===== config.mk =====
export PLATFORM = sky130hd
export DESIGN_NAME = rr_sel_arbiter
export DESIGN_NICKNAME = d
export VERILOG_FILES = /design/src/rtl/rr_sel_arbiter_pkg.sv /design/src/rtl/rr_prio_enc.sv /design/src/rtl/rr_sel_arbiter.sv
export SDC_FILE = /design/constraint.sdc
export NUM_CORES = 1
export LEC_CHECK = 0
export ABC_AREA = 1
export BUFFER_PORTS_ARGS = -buffer_cell sky130_fd_sc_hd__buf_2
export CORE_MARGIN = 2
export CORE_UTILIZATION = 45
export CTS_CLUSTER_DIAMETER = 150
export DETAILED_ROUTE_END_ITERATION = 16
export GPL_TIMING_DRIVEN = 0
export HOLD_SLACK_MARGIN = 0.05
export PLACE_DENSITY_LB_ADDON = 0.08
export SETUP_SLACK_MARGIN = 0.5
export SYNTH_ARGS = -nofsm -noshare
export SYNTH_HDL_FRONTEND = slang
export SYNTH_SLANG_ARGS = --single-unit

===== constraint.sdc =====
create_clock -name clock -period 2.6 [get_ports clock]
set_input_delay 0.26 -clock clock [delete_from_list [all_inputs] [get_ports clock]]
set_output_delay 0.26 -clock clock [all_outputs]
set_load 0.02 [all_outputs]

===== src/rtl/rr_sel_arbiter_pkg.sv =====
// Shared types and width helper for the round-robin select arbiter.
package rr_sel_arbiter_pkg;

   typedef enum logic {
      ST_IDLE   = 1'b0,
      ST_LOCKED = 1'b1
   } arb_state_e;

   // Bits needed to hold 'value'; never less than one.
   function automatic int clogb2(input int value);
      int w;
      w = 0;
      for (int v = value; v > 0; v = v >> 1) begin
         w++;
      end
      if (w == 0) begin
         w = 1;
      end
      return w;
   endfunction

endpackage


===== src/rtl/rr_prio_enc.sv =====
// Rotating priority encoder: first request at or after ptr, wrapping.
module rr_prio_enc
   import rr_sel_arbiter_pkg::*;
#(
   parameter int SIZE = 10,
   parameter int SELW = clogb2(SIZE - 1)
) (
   input  logic [SIZE-1:0] req,
   input  logic [SELW-1:0] ptr,
   output logic            any,
   output logic [SELW-1:0] idx
);

   logic [2*SIZE-1:0] req2;
   logic [2*SIZE-1:0] masked;
   logic              found;

   // The upper copy supplies the wrapped part of the scan.
   always_comb begin
      req2   = {req, req};
      masked = '0;
      found  = 1'b0;
      idx    = '0;
      any    = |req;
      for (int j = 0; j < 2 * SIZE; j++) begin
         masked[j] = req2[j] && (j >= int'(ptr));
      end
      for (int j = 0; j < 2 * SIZE; j++) begin
         if (masked[j] && !found) begin
            found = 1'b1;
            idx   = (j >= SIZE) ? SELW'(j - SIZE) : SELW'(j);
         end
      end
   end

endmodule


===== src/rtl/rr_sel_arbiter.sv =====
// Round-robin arbiter with packet lock driving a crossbar output mux select.
module rr_sel_arbiter
   import rr_sel_arbiter_pkg::*;
#(
   parameter  int SIZE = 10,
   localparam int SELW = clogb2(SIZE - 1)
) (
   input  logic            clock,
   input  logic            reset,
   input  logic [SIZE-1:0] req,
   input  logic [SIZE-1:0] tail,
   input  logic            out_ready,
   output logic [SELW-1:0] sel,
   output logic            sel_valid,
   output logic [SIZE-1:0] grant,
   output logic [SIZE-1:0] ack
);

   arb_state_e      state_q, state_d;
   logic [SELW-1:0] ptr_q, ptr_d;
   logic [SELW-1:0] sel_q, sel_d;
   logic [SIZE-1:0] grant_q, grant_d;
   logic            any;
   logic [SELW-1:0] win;
   logic            xfer;
   logic            last;

   rr_prio_enc #(
      .SIZE (SIZE),
      .SELW (SELW)
   ) u_enc (
      .req (req),
      .ptr (ptr_q),
      .any (any),
      .idx (win)
   );

   // Masking with the one-hot grant keeps unselected X inputs out.
   assign xfer = (state_q == ST_LOCKED) & (|(req & grant_q)) & out_ready;
   assign last = |(tail & grant_q);

   always_comb begin
      state_d = state_q;
      ptr_d   = ptr_q;
      sel_d   = sel_q;
      grant_d = grant_q;
      unique case (state_q)
         ST_IDLE: begin
            if (any) begin
               state_d = ST_LOCKED;
               sel_d   = win;
               grant_d = SIZE'(1) << win;
            end
         end
         ST_LOCKED: begin
            if (xfer && last) begin
               state_d = ST_IDLE;
               grant_d = '0;
               ptr_d   = (sel_q == SELW'(SIZE - 1)) ? '0 : sel_q + SELW'(1);
            end
         end
         default: begin
            state_d = ST_IDLE;
         end
      endcase
   end

   always_ff @(posedge clock) begin
      if (reset) begin
         state_q <= ST_IDLE;
         ptr_q   <= '0;
         sel_q   <= '0;
         grant_q <= '0;
      end else begin
         state_q <= state_d;
         ptr_q   <= ptr_d;
         sel_q   <= sel_d;
         grant_q <= grant_d;
      end
   end

   assign sel       = sel_q;
   assign sel_valid = (state_q == ST_LOCKED);
   assign grant     = grant_q;
   assign ack       = grant_q & {SIZE{xfer}};

endmodule


==> results.yml, run 1 <==
outcome:
  status: "completed"
logic_synthesis:
  synth_cell_types: 36
  syn_nets: 260
  ys_ff_latch: 19
  avgSynthCellArea_um2: 6.32
  ys_seq_area_share_pct: 25.4
  syn_inst: 237
  yosysWarnings: 0
  netlist_area_um2: 1500
clock_tree:
  h-tree-depth: 1
  cts_hold_buf: 0
  cts_tree: "built"
  clock_latency_ps: 310
  cts.clk_slew.worst_paths_ps: 110
  numCtsBuffers: 3
  root_buffer: "clkbuf_4"
  cts_max_path_buffers: 2
  cts.sinks: 19
power:
  p_leak_nw: 1.01
  powerDensity_nw_per_um2: 316
  vdd_drop_max_mv: 0.325
final_layout:
  final_layout_size_suffix_gt1_share_pct: 38.9
  design_area_um2: 2100
  areaGrowthSynthToFinish_pct: 39.9
  final_nets: 325
  antenna_cells: 0
  final_util_pct: 67.5
global_route:
  grt_antenna_before_repair: 0
  overflow: 0
  grt.met1_usage_pct: 33.7
  grt_pass1_vias: 1522
  grt_pass1_wl_um: 6800
  grt_use_total_pct: 24.1
  met3_usage_pct: 2.07
  grt_max_degree: 12
  grt_use_met2_pct: 39.5
  busiest_layer: "met2"
worst_setup_path:
  reg2reg_from: "ptr_q[3]$_SDFFE_PP0P_"
  worstSetupEndpoint: "grant[9]$_SDFFE_PP0P_"
  crit_slowest_cell: "dfxtp_4"
  cp-start-kind: "flop"
  r2r-end: "grant[9]$_SDFFE_PP0P_"
  ff2ff_path_depth: 14
  cp-end-kind: "flop"
  crit_start: "ptr_q[3]$_SDFFE_PP0P_"
  cpLargestDelayFamily: "simple AND/OR/NAND/NOR gates"
  critical_path_class: "reg2reg"
  crit_arrival_ps: 2500
  path_cells: "clkinvlp_4, o211ai_1, nand4_4, nor2_4, nand4_4, nor2_4, nand3_2, nor2_4, o211ai_4, nand2_4, buf_4, nor2_4, nand2_1, a21oi_2"
  rrSetupSlack_ps: 300
  cp_num_cells: 14
  cp.required_ps: 2790
  max_stage_delay_ps: 410
  critPathMaxFanout: 7
  path_buf_inv: 2
  crit_top_cell: "nor2_4"
sta:
  fin_tns_setup_ps: 0
  fin_worst_skew_ps: 2.85
  setup_violations: 0
  tightestPinTransition_ps: 708
  holdWs_ps: 182
  slew_headroom_pct: 52.3
  fmax_mhz: 434
  slew_viol_final: 0
  rsz0062_at_grt: "true"
  period_minus_slack_ps: 2300
  timing.final.hold_violations: 0
  fin_crit_sh_pct: 88.6
detailed_routing:
  routed_wl_um: 4500
  drc_errors: 0
  vias: 1749
  wl_per_cell_um: 13.0
  vias_per_cell: 5.07
  antenna_left: 0
  first_pass_iters: 4
  initialDrtViolationCount: 120
die:
  dieArea_um2: 3810
  die-width_um: 61.7
  num_rows: 20
  io_pins: 48
  initial_utilization_pct: 48.3
  core_area_um2: 3100
  dieHeight_um: 61.7
placement:
  io_buffers: 46
  postPlaceCellArea_um2: 1780
  hpwl_um: 3290
  place.gp.congestion: 0.830
run:
  drv_cap: 0
hold_path:
  min-delay-start: "reset"
  hp-class: "in2reg"
-- routing by layer --
layer / part of all wire [%] / up-vias / wire, um
met5: 0 / - / 0
met3: 4.4 / 7 / 197
li1: - / 910 / -
met4: 1.6 / 0 / 74
met1: 47 / 787 / 2120
met2: 47 / 45 / 2110
-- worst min-delay path by stage --
| stage | endpoint | slack, ps | cells past startpoint |
|---|---|---|---|
| detailed placement | ptr_q[0]$_SDFFE_PP0P_ | 490 | 2 |
| global route | ptr_q[2]$_SDFFE_PP0P_ | 190 | 2 |
| finish | ptr_q[2]$_SDFFE_PP0P_ | 180 | 2 |
| CTS | ptr_q[3]$_SDFFE_PP0P_ | 190 | 2 |
| floorplan | ptr_q[0]$_SDFFE_PP0P_ | 460 | 2 |
| global placement | ptr_q[0]$_SDFFE_PP0P_ | 480 | 2 |
-- state kept, by name, indices dropped and copies added, names as in the netlist --
register and cells:
ptr_q 4, sel_valid 1, sel 4, grant 10
-- synthesized netlist by cell type, drive strengths merged --
cell type	n	share of area, %
o2111ai	1	0.58
nand3b	1	0.50
nor4	1	0.42
a211oi	2	1.0
a22o	2	1.2
clkbuf	3	1.0
o22ai	2	0.84
a31oi	1	0.42
o211ai	3	1.8
nor3b	1	0.50
nand3	21	7.4
o21ai	14	4.7
dfxtp	19	25
o221ai	1	0.58
nand4	5	3.9
a41o	1	0.67
dlymetal6s2s	1	0.84
a21oi	24	8.8
nor2	35	11
inv	47	12
a221oi	3	1.8
and2	1	0.50
nor3	4	1.3
clkinv	2	0.50
nand2	42	12
-- report_power, final --
group          leakage (nW)  internal, mW  switching [mW]
combinational         0.834        0.0761           0.123
sequential            0.158         0.298          0.0114
clock                0.0177        0.0575          0.0954
-- metrics by stage --
| step | cells | power, mW | setup WS [ps] |
|---|---|---|---|
| floorplan | 237 | 0.422 | 585 |
| detailed placement | 327 | 0.474 | 297 |
| global route | 345 | 0.689 | 125 |
| global placement | 327 | 0.474 | 335 |
| CTS | 340 | 0.632 | 374 |
| finish | 345 | 0.661 | 295 |
-- cell families after synthesis --
logic type             share of synthesized area [%]
and+or+nand+nor                                 38.2
AOI/OAI and AO/OA                               22.3
buffers and inverters                           14.1
DFF                                             25.4
-- final cells by class --
class / instances / area, um^2
clock buffers: 3 / 22.5
multi-input cells: 165 / 1060
inverters: 49 / 190
plain buffers: 4 / 28.8
flip-flops and latches: 19 / 394
repair buffers: 60 / 339
fillers: 309 / 1010
well taps: 44 / 55.1
clock inverters: 1 / 5.00
-- cell usage in the layout, fill, tap and decap left out, types with 3 or more instances in the layout --
master / count
a21oi_1: 21
a21oi_2: 3
a221oi_1: 3
buf_2: 46
buf_4: 13
clkbuf_4: 4
dfxtp_1: 14
dfxtp_4: 3
inv_1: 44
nand2_1: 28
nand2_2: 9
nand2_4: 5
nand3_1: 13
nand3_2: 6
nand4_4: 3
nor2_1: 24
nor2_4: 9
nor3_1: 4
o21ai_0: 9
o21ai_1: 4
-- repair_timing --
item / 4_1_cts / 5_1_grt
pin swaps: 6 / 14
buffers inserted: 9 / 5
gates resized for setup: 19 / 33
endpoints found under the setup margin: 14 / 24
Note: power is estimated with default switching activity, not from simulation.
==> inputs of run 2 (changes only) <==
--- a/config.mk
+++ b/config.mk
@@ -14,7 +14,7 @@
 export GPL_TIMING_DRIVEN = 0
 export HOLD_SLACK_MARGIN = 0.05
 export PLACE_DENSITY_LB_ADDON = 0.08
-export SETUP_SLACK_MARGIN = 0.5
+export SETUP_SLACK_MARGIN = 0.4
 export SYNTH_ARGS = -nofsm -noshare
 export SYNTH_HDL_FRONTEND = slang
 export SYNTH_SLANG_ARGS = --single-unit
==> constraint.sdc (replaced) <==
create_clock -name clock -period 2.6 [get_ports clock]
set_input_delay 0.52 -clock clock [delete_from_list [all_inputs] [get_ports clock]]
set_output_delay 0.52 -clock clock [all_outputs]
set_load 0.02 [all_outputs]
==> run 2 against run 1 <==
Against the previous run: non-clock buffer count shrank 3; fmax grew 0.35%; setup slack gained 8.0 ps; die area is the same; critical path depth fell by 2; critical path type unchanged; core utilization is 1.3 points lower; largest cell class unchanged; highest routed layer unchanged.
==> results.yml, run 2 (synthesis results as in run 1) <==
global_route:
  grt_pass1_vias: 1516
  grt_use_total_pct: 24.1
  met3_usage_pct: 2.48
  grt_use_met2_pct: 40.0
  grt.met1_usage_pct: 33.1
  grt_max_degree: 12
  overflow: 0
  grt_pass1_wl_um: 6780
  grt_antenna_before_repair: 0
  busiest_layer: "met2"
clock_tree:
  cts_max_path_buffers: 2
  cts.clk_slew.worst_paths_ps: 110
  h-tree-depth: 1
  cts_tree: "built"
  cts.sinks: 19
  cts_hold_buf: 0
  clock_latency_ps: 300
  numCtsBuffers: 3
  root_buffer: "clkbuf_4"
power:
  p_leak_nw: 0.993
  vdd_drop_max_mv: 0.322
  powerDensity_nw_per_um2: 319
  finalPower_mw: 0.656
sta:
  fin_worst_skew_ps: 3.19
  slew_headroom_pct: 55.7
  slew_viol_final: 0
  setup_violations: 0
  period_minus_slack_ps: 2300
  fin_crit_sh_pct: 88.3
  fmax_mhz: 435
  tightestPinTransition_ps: 661
  timing.final.hold_violations: 0
  fin_tns_setup_ps: 0
  rsz0062_at_grt: "true"
detailed_routing:
  vias_per_cell: 5.07
  antenna_left: 0
  vias: 1733
  wl_per_cell_um: 13.1
  drc_errors: 0
  routed_wl_um: 4490
  first_pass_iters: 4
  initialDrtViolationCount: 144
placement:
  io_buffers: 46
  hpwl_um: 3290
  place_inst: 327
  postPlaceCellArea_um2: 1780
  place.gp.congestion: 0.830
final_layout:
  antenna_cells: 0
  final_nets: 322
  final_cells: 342
  most-common-layout-cells: "inv_1, buf_2, nand2_1"
  final_layout_size_suffix_gt1_share_pct: 38.3
  largest_reg_flops: 10
  design_area_um2: 2050
  final_util_pct: 66.2
  nFillCells: 306
  multi_input_area_um2: 1050
  regArea_um2: 397
  areaGrowthSynthToFinish_pct: 37.2
die:
  core_area_um2: 3100
  die-width_um: 61.7
  num_rows: 20
  initial_utilization_pct: 48.3
  dieHeight_um: 61.7
  dieArea_um2: 3810
  io_pins: 48
worst_setup_path:
  path_cells: "nand2_2, o211ai_1, nand4_4, nor2_4, nand4_4, nor2_4, nand4_4, nor2_4, o21ai_1, a21oi_2, nand3_1, a21oi_1"
  crit_arrival_ps: 2540
  max_stage_delay_ps: 410
  crit_slowest_cell: "dfxtp_4"
  critical_path_class: "reg2reg"
  path_buf_inv: 0
  cp-end-kind: "flop"
  cpLargestDelayFamily: "simple AND/OR/NAND/NOR gates"
  cp-start-kind: "flop"
  cp.required_ps: 2840
  critPathMaxFanout: 4
outcome:
  status: "completed"
run:
  drv_cap: 0
hold_path:
  hp-class: "in2reg"
==> run 2: stage by stage <==
step | hold WS, ps | setup WS, ps
final | 447 | 303
after global routing | 456 | 171
after CTS | 447 | 346
after detailed placement | 489 | 136
after global placement | 482 | 175
after floorplan | 457 | 497
==> run 2: per-layer routing <==
| metal | share of wire, % | vias up |
|---|---|---|
| met5 | 0 | - |
| met4 | 1.8 | 0 |
| met3 | 6.0 | 9 |
| met2 | 47 | 52 |
| met1 | 45 | 766 |
| li1 | - | 906 |
==> run 2: worst reg2reg max path: cells and delay by family (launching register included) <==
kind | cells | cell delay (ps)
flops | 1 | 410
compound gates | 4 | 790
simple gates | 8 | 1030
==> run 2: timing repair <==
item / in CTS / in global routing
setup buffers: 9 / 2
setup endpoints to repair: 21 / 24
pin swaps: 8 / 15
gates resized for setup: 18 / 31
==> run 2: cell type report <==
cell class                 instances  area share (%)
buffer                             4            1.52
clock buffer                       3            1.10
clock inverter                     1           0.244
inverter                          49            8.95
multi-input combinational        165            51.0
sequential                        19            19.3
tap                               44            2.68
timing repair buffer              57            15.2
==> run 2: final timing paths <==
kind / from / to / slack [ps] / cells after the start
worst max-delay path: ptr_q[2]$_SDFFE_PP0P_ / grant[8]$_SDFFE_PP0P_ / 300 / 12
worst min-delay path: reset / ptr_q[2]$_SDFFE_PP0P_ / 450 / 2
worst max register to register: ptr_q[2]$_SDFFE_PP0P_ / grant[8]$_SDFFE_PP0P_ / 300 / 12
worst min register to register: grant[2]$_SDFFE_PP0P_ / grant[2]$_SDFFE_PP0P_ / 500 / 2
==> run 2: report_power, final <==
group	leakage, nW	switching [mW]	internal (mW)	total, mW
sequential	0.159	0.0112	0.299	0.311
clock	0.0177	0.0932	0.0575	0.151
combinational	0.816	0.122	0.0727	0.194
